===== config.mk =====
export PLATFORM = sky130hd
export DESIGN_NAME = control_unit
export DESIGN_NICKNAME = d
export VERILOG_FILES = /design/src/rtl/cpu_defs.sv /design/src/rtl/opcode_decode.sv /design/src/rtl/control_unit.sv
export SDC_FILE = /design/constraint.sdc
export NUM_CORES = 1
export LEC_CHECK = 0
export BUFFER_PORTS_ARGS = -buffer_cell sky130_fd_sc_hd__buf_4
export CORE_MARGIN = 1
export CORE_UTILIZATION = 39
export CTS_CLUSTER_SIZE = 14
export DETAILED_ROUTE_END_ITERATION = 16
export PLACE_DENSITY = 0.88
export SLEW_MARGIN = 25
export SYNTH_ARGS = -nofsm -noshare
export SYNTH_HDL_FRONTEND = slang
export SYNTH_SLANG_ARGS = --single-unit
export TNS_END_PERCENT = 5

===== constraint.sdc =====
create_clock -name Clock -period 5.7 [get_ports Clock]
set_clock_uncertainty 0.05 [all_clocks]
set_input_delay 1.14 -clock Clock [delete_from_list [all_inputs] [get_ports Clock]]
set_output_delay 1.14 -clock Clock [all_outputs]
set_load 0.01 [all_outputs]

===== src/rtl/cpu_defs.sv =====
// Shared encodings for the control unit: opcodes, ALU ops, register-field selects, FSM states.
// Pure definitions, no logic.
package cpu_defs;

    localparam logic [4:0] OP_LD   = 5'b00000;
    localparam logic [4:0] OP_ST   = 5'b00010;
    localparam logic [4:0] OP_ADD  = 5'b00011;
    localparam logic [4:0] OP_SUB  = 5'b00100;
    localparam logic [4:0] OP_AND  = 5'b00101;
    localparam logic [4:0] OP_OR   = 5'b00110;
    localparam logic [4:0] OP_SHR  = 5'b00111;
    localparam logic [4:0] OP_SHL  = 5'b01000;
    localparam logic [4:0] OP_ADDI = 5'b01100;
    localparam logic [4:0] OP_ANDI = 5'b01101;
    localparam logic [4:0] OP_ORI  = 5'b01110;
    localparam logic [4:0] OP_NOP  = 5'b11000;
    localparam logic [4:0] OP_HALT = 5'b11001;

    localparam logic [4:0] ALU_ADD = 5'b00000;
    localparam logic [4:0] ALU_SUB = 5'b00001;
    localparam logic [4:0] ALU_AND = 5'b00010;
    localparam logic [4:0] ALU_OR  = 5'b00011;
    localparam logic [4:0] ALU_SHR = 5'b00100;
    localparam logic [4:0] ALU_SHL = 5'b00101;

    // One-hot {Gra, Grb, Grc} field selects.
    localparam logic [2:0] SEL_GRA = 3'b100;
    localparam logic [2:0] SEL_GRB = 3'b010;
    localparam logic [2:0] SEL_GRC = 3'b001;

    typedef enum logic [3:0] {
        S_RST, S_T0, S_T1, S_T2, S_T3, S_T4, S_T5, S_T6, S_T7, S_HALT
    } state_t;

    typedef struct packed {
        logic rtype;
        logic itype;
        logic ld;
        logic st;
        logic nop;
        logic halt;
    } iclass_t;

endpackage


===== src/rtl/opcode_decode.sv =====
// Classifies the 5-bit opcode into an instruction class and picks the ALU op.
// Purely combinational; unknown opcodes are treated as nop.
module opcode_decode
    import cpu_defs::*;
(
    input  logic [4:0] opcode,
    output iclass_t    cls,
    output logic [4:0] alu_op
);

    always_comb begin
        cls    = '0;
        alu_op = ALU_ADD;
        case (opcode)
            OP_LD:   cls.ld = 1'b1;
            OP_ST:   cls.st = 1'b1;
            OP_ADD:  cls.rtype = 1'b1;
            OP_SUB:  begin cls.rtype = 1'b1; alu_op = ALU_SUB; end
            OP_AND:  begin cls.rtype = 1'b1; alu_op = ALU_AND; end
            OP_OR:   begin cls.rtype = 1'b1; alu_op = ALU_OR;  end
            OP_SHR:  begin cls.rtype = 1'b1; alu_op = ALU_SHR; end
            OP_SHL:  begin cls.rtype = 1'b1; alu_op = ALU_SHL; end
            OP_ADDI: cls.itype = 1'b1;
            OP_ANDI: begin cls.itype = 1'b1; alu_op = ALU_AND; end
            OP_ORI:  begin cls.itype = 1'b1; alu_op = ALU_OR;  end
            OP_HALT: cls.halt = 1'b1;
            default: cls.nop = 1'b1;
        endcase
    end

endmodule


===== src/rtl/control_unit.sv =====
// Multi-cycle CPU control FSM: fetch T0-T2, execute T3-T7, one state per clock except memory waits.
// Waits in T1 / ld T6 / st T7 until Mem_Ready; Clear low forces RST and all-zero outputs at once.
module control_unit (
    input  logic        Clock,
    input  logic        Clear,
    input  logic [31:0] IR,
    input  logic        Mem_Ready,
    input  logic        Stop,
    output logic        PC_Out,
    output logic        MDR_Out,
    output logic        ZLO_Out,
    output logic        PC_In,
    output logic        MAR_In,
    output logic        MDR_In,
    output logic        IR_In,
    output logic        Y_In,
    output logic        ZLO_In,
    output logic        IncPC,
    output logic        Read,
    output logic        Write,
    output logic [4:0]  CONTROL,
    output logic [2:0]  Gr_Sel,
    output logic        R_In,
    output logic        R_Out,
    output logic        BA_Out,
    output logic        C_Out,
    output logic        Run
);
    import cpu_defs::*;

    state_t     state_q, state_d, end_state;
    iclass_t    cls;
    logic [4:0] alu_op;

    // Operand fields are consumed by the datapath, not here.
    logic unused_ir;
    assign unused_ir = ^IR[26:0];

    opcode_decode u_dec (
        .opcode (IR[31:27]),
        .cls    (cls),
        .alu_op (alu_op)
    );

    // Stop only matters on an instruction's final step.
    assign end_state = Stop ? S_HALT : S_T0;

    always_comb begin
        state_d = state_q;
        case (state_q)
            S_RST:  state_d = S_T0;
            S_T0:   state_d = S_T1;
            S_T1:   if (Mem_Ready) state_d = S_T2;
            S_T2: begin
                if (cls.halt)     state_d = S_HALT;
                else if (cls.nop) state_d = end_state;
                else              state_d = S_T3;
            end
            S_T3:   state_d = S_T4;
            S_T4:   state_d = S_T5;
            S_T5:   state_d = (cls.ld || cls.st) ? S_T6 : end_state;
            S_T6:   if (cls.st || Mem_Ready) state_d = S_T7;
            S_T7:   if (cls.ld || Mem_Ready) state_d = end_state;
            S_HALT: state_d = S_HALT;
            default: state_d = S_RST;
        endcase
    end

    always_ff @(posedge Clock or negedge Clear) begin
        if (!Clear) state_q <= S_RST;
        else        state_q <= state_d;
    end

    always_comb begin
        {PC_Out, MDR_Out, ZLO_Out, PC_In, MAR_In, MDR_In, IR_In, Y_In, ZLO_In} = '0;
        {IncPC, Read, Write, R_In, R_Out, BA_Out, C_Out} = '0;
        CONTROL = ALU_ADD;
        Gr_Sel  = '0;
        Run     = (state_q != S_RST) && (state_q != S_HALT);
        case (state_q)
            S_T0: begin PC_Out = 1'b1; MAR_In = 1'b1; IncPC = 1'b1; ZLO_In = 1'b1; end
            S_T1: begin
                ZLO_Out = 1'b1; Read = 1'b1; MDR_In = 1'b1;
                PC_In   = Mem_Ready;
            end
            S_T2: begin MDR_Out = 1'b1; IR_In = 1'b1; end
            S_T3: begin
                Gr_Sel = SEL_GRB; Y_In = 1'b1;
                if (cls.ld || cls.st) BA_Out = 1'b1;
                else                  R_Out  = 1'b1;
            end
            S_T4: begin
                ZLO_In  = 1'b1;
                CONTROL = alu_op;
                if (cls.rtype) begin Gr_Sel = SEL_GRC; R_Out = 1'b1; end
                else           C_Out = 1'b1;
            end
            S_T5: begin
                ZLO_Out = 1'b1;
                if (cls.ld || cls.st) MAR_In = 1'b1;
                else begin Gr_Sel = SEL_GRA; R_In = 1'b1; end
            end
            S_T6: begin
                MDR_In = 1'b1;
                if (cls.st) begin Gr_Sel = SEL_GRA; R_Out = 1'b1; end
                else        Read = 1'b1;
            end
            S_T7: begin
                if (cls.st) Write = 1'b1;
                else begin MDR_Out = 1'b1; Gr_Sel = SEL_GRA; R_In = 1'b1; end
            end
            default: ;
        endcase
    end

endmodule


==> impl_metrics.csv <==
group,metric,value,unit
run_status,run_status,"finished with violations",
clocking,cts_tree,"yes",
timing,setup_viol_count_final,0,
pwr,power_density,405,nW/um^2
grt,grt_first_pass_wirelength,2.82,mm
worst_hold_path,min_path_type,"in -> async",
clocking,cts.sinks,4,
clocking,cts.clk_slew.worst_paths,40,ps
synth,netlist.area_leader.share,0.149,
critical_path,worstSetupEndpointType,"output pin",
layout,layout_overhead_on_the_synthesized_area,29.9,%
layout,drive_gt1_frac,0.287,
synth,synthCells,101,
drt,vias,815,
clocking,worst_skew_pair.late_latency,240,ps
drt,route.antenna.remaining_nets,0,
clocking,post_cts_resized,0,
die,pin_count,61,
timing,finalHoldViolCount,0,
clocking,cts_root_buffer,"sky130_fd_sc_hd__clkbuf_4",
critical_path,criticalPathCategory,"in -> out",
placement,numPortBuffers,31,
grt,grt_antenna_before_repair,0,
job,max-cap-violations,0,
clocking,cts_setup_buffers,0,
run_status,violations,"DRC",
critical_path,worstPathRequired,4510,ps
die,core-area,1560,sq um
clocking,postCtsHoldBufs,0,
layout,fin_util,0.561,
layout,nets,160,
timing,max_slew_margin,0.457,
layout,number_of_flip_flops_in_the_largest_register,4,
timing,final_period_minus_worst_setup_slack,3910,ps
synth,postSynthAreaPerCell,6.66,sq um
timing,rsz0062_at_grt,"no",
timing,worst-slew-pin-transition,807,ps
die,floorplan.die.width,43.5,um
drt,route.final.wire_length,1.78,mm
pwr,p_leak,0.384,nW
die,die_area,1900,sq um
grt,gr-total-overflow,0,
layout,fillCellCount,151,
timing,clock.fmax,0.256,GHz
layout,largest_registers,"state_q: 4 flops",
placement,finalWeightedCongestion,0.776,
timing,fin_hold_ws,630,ps
drt,avgRoutedWirePerCell,12.9,um
die,initial_standard_cell_utilization_of_the_core,0.432,
critical_path,timing.reg2reg.setup_slack,3360,ps
layout,antenna-diode-count,0,
timing,finalSetupTns,0,ps
critical_path,timing.critical_path.fanout_max,10,
grt,first_global_vias,655,
placement,half_perimeter_wire_length_after_detailed_placement,1.34,mm
drt,first_pass_iters,12,
clocking,htree_levels,1,
synth,synth_cell_types,36,
layout,registers.top_by_ff_count,"state_q",
die,rows,14,
synth,post_synth_main_area_contributors,"sky130_fd_sc_hd__dfrtp_1, sky130_fd_sc_hd__nand2_1, sky130_fd_sc_hd__buf_4",
synth,synthesis.area,673,sq um
grt,gr-usage-all-layers,0.196,
synth,yosys_warnings,0,
clocking,cts-buffers-inserted,3,
grt,maximum_number_of_pins_on_one_net_before_global_route_repair,22,
synth,yosysTopAreaCell,"sky130_fd_sc_hd__dfrtp_1",
die,floorplan.die.height,43.5,um
synth,ys_ff_latch,4,
clocking,max-clock-path-buffers,2,
drt,drt-vias-per-instance,5.91,
pwr,irDropWorstVdd,0.146,mV
critical_path,worst-endpoint-arrival,2720,ps
drt,drt_first_iter_violations,27,
critical_path,start_kind,"input port",
timing,timing.final.max_slew_violations,0,
timing,min_period_over_period,0.686,
drt,detail_route.drc_violations,2,
synth,synth_seq_area_share,0.149,
==> cell usage in the layout (no fill, tap or decap), types with 3 or more instances in the layout <==
master and n:
sky130_fd_sc_hd__nand2b_1 4, sky130_fd_sc_hd__nor3_1 5, sky130_fd_sc_hd__nor3b_1 3, sky130_fd_sc_hd__o21ai_1 3, sky130_fd_sc_hd__o21ai_0 4, sky130_fd_sc_hd__clkbuf_4 3
sky130_fd_sc_hd__buf_4 31, sky130_fd_sc_hd__nor2_1 8, sky130_fd_sc_hd__nand2_1 13, sky130_fd_sc_hd__a21oi_1 5, sky130_fd_sc_hd__and2_1 3, sky130_fd_sc_hd__o22ai_1 3
sky130_fd_sc_hd__dfrtp_1 4, sky130_fd_sc_hd__nor2b_1 4
==> critical path, stage by stage <==
cell	delay (ps)
sky130_fd_sc_hd__buf_4	140
sky130_fd_sc_hd__nor4_1	700
sky130_fd_sc_hd__and2_1	260
sky130_fd_sc_hd__nand2_1	60
sky130_fd_sc_hd__o211ai_1	120
sky130_fd_sc_hd__o211a_1	180
sky130_fd_sc_hd__buf_4	110
==> kinds of logic (layout without fill, tap and decap cells) <==
logic type	after synthesis	in the layout	synth area share
AO/OA/AOI/OAI	25	25	0.242
XOR/XNOR	3	3	0.0390
buffers and inverters	16	36	0.126
flip-flops	4	4	0.149
other	1	2	0.00557
AND/OR/NAND/NOR	52	52	0.439
==> synth_stat cells, drive strengths merged <==
library cell,number
a21oi,5
a221o,1
a22oi,1
a311oi,2
a31oi,1
a32oi,1
and2,3
buf,7
clkbuf,7
conb,1
dfrtp,4
inv,2
nand2,13
nand2b,4
nand3,2
nand4b,2
nor2,8
nor2b,4
nor3,5
nor3b,3
nor4,2
nor4b,3
o211a,1
o211ai,1
o21ai,7
o21bai,1
o22a,1
o22ai,3
or4,1
or4b,2
xnor2,2
xor2,1
==> layer usage <==
layer,part of all wire,vias to the layer above,track usage
met3,0.057,4,0.0167
met1,0.41,379,0.236
met4,0.017,0,0.0938
met5,0,-,0
met2,0.51,31,0.346
li1,-,401,-
==> layout make-up <==
class	count	area, sq um	share of cell area
repair buffers	31	233	0.266
clock buffers	3	22.5	0.0258
multi-input cells	82	492	0.562
well taps	16	20.0	0.0229
flip-flops and latches	4	100	0.114
inverters	2	7.51	0.00858
==> final timing paths <==
check / end / from / cells after the start
max: R_Out / IR[27] / 7
min: state_q[2] / Clear / 1
max reg2reg: state_q[3] / state_q[0] / 4
min reg2reg: state_q[2] / state_q[3] / 1
max in group asynchronous: state_q[1] / Clear / 1
min in group Clock: state_q[2] / state_q[3] / 1
==> per-stage QoR <==
stage | power, mW | cell area (sq um) | setup WS, ps | cells
after detailed placement | 0.317 | 852 | 1860 | 135
after CTS | 0.354 | 875 | 1860 | 138
after global placement | 0.311 | 852 | 1880 | 135
final | 0.354 | 875 | 1790 | 138
after global routing | 0.381 | 875 | 1710 | 138
after floorplan | 0.232 | 677 | 2200 | 102
==> report_power, final <==
group	internal, mW	switching, mW
logic	0.117	0.113
clock network	0.0236	0.0131
registers	0.0391	0.0485
total	0.180	0.174
Power figures use the tool's default switching activity.
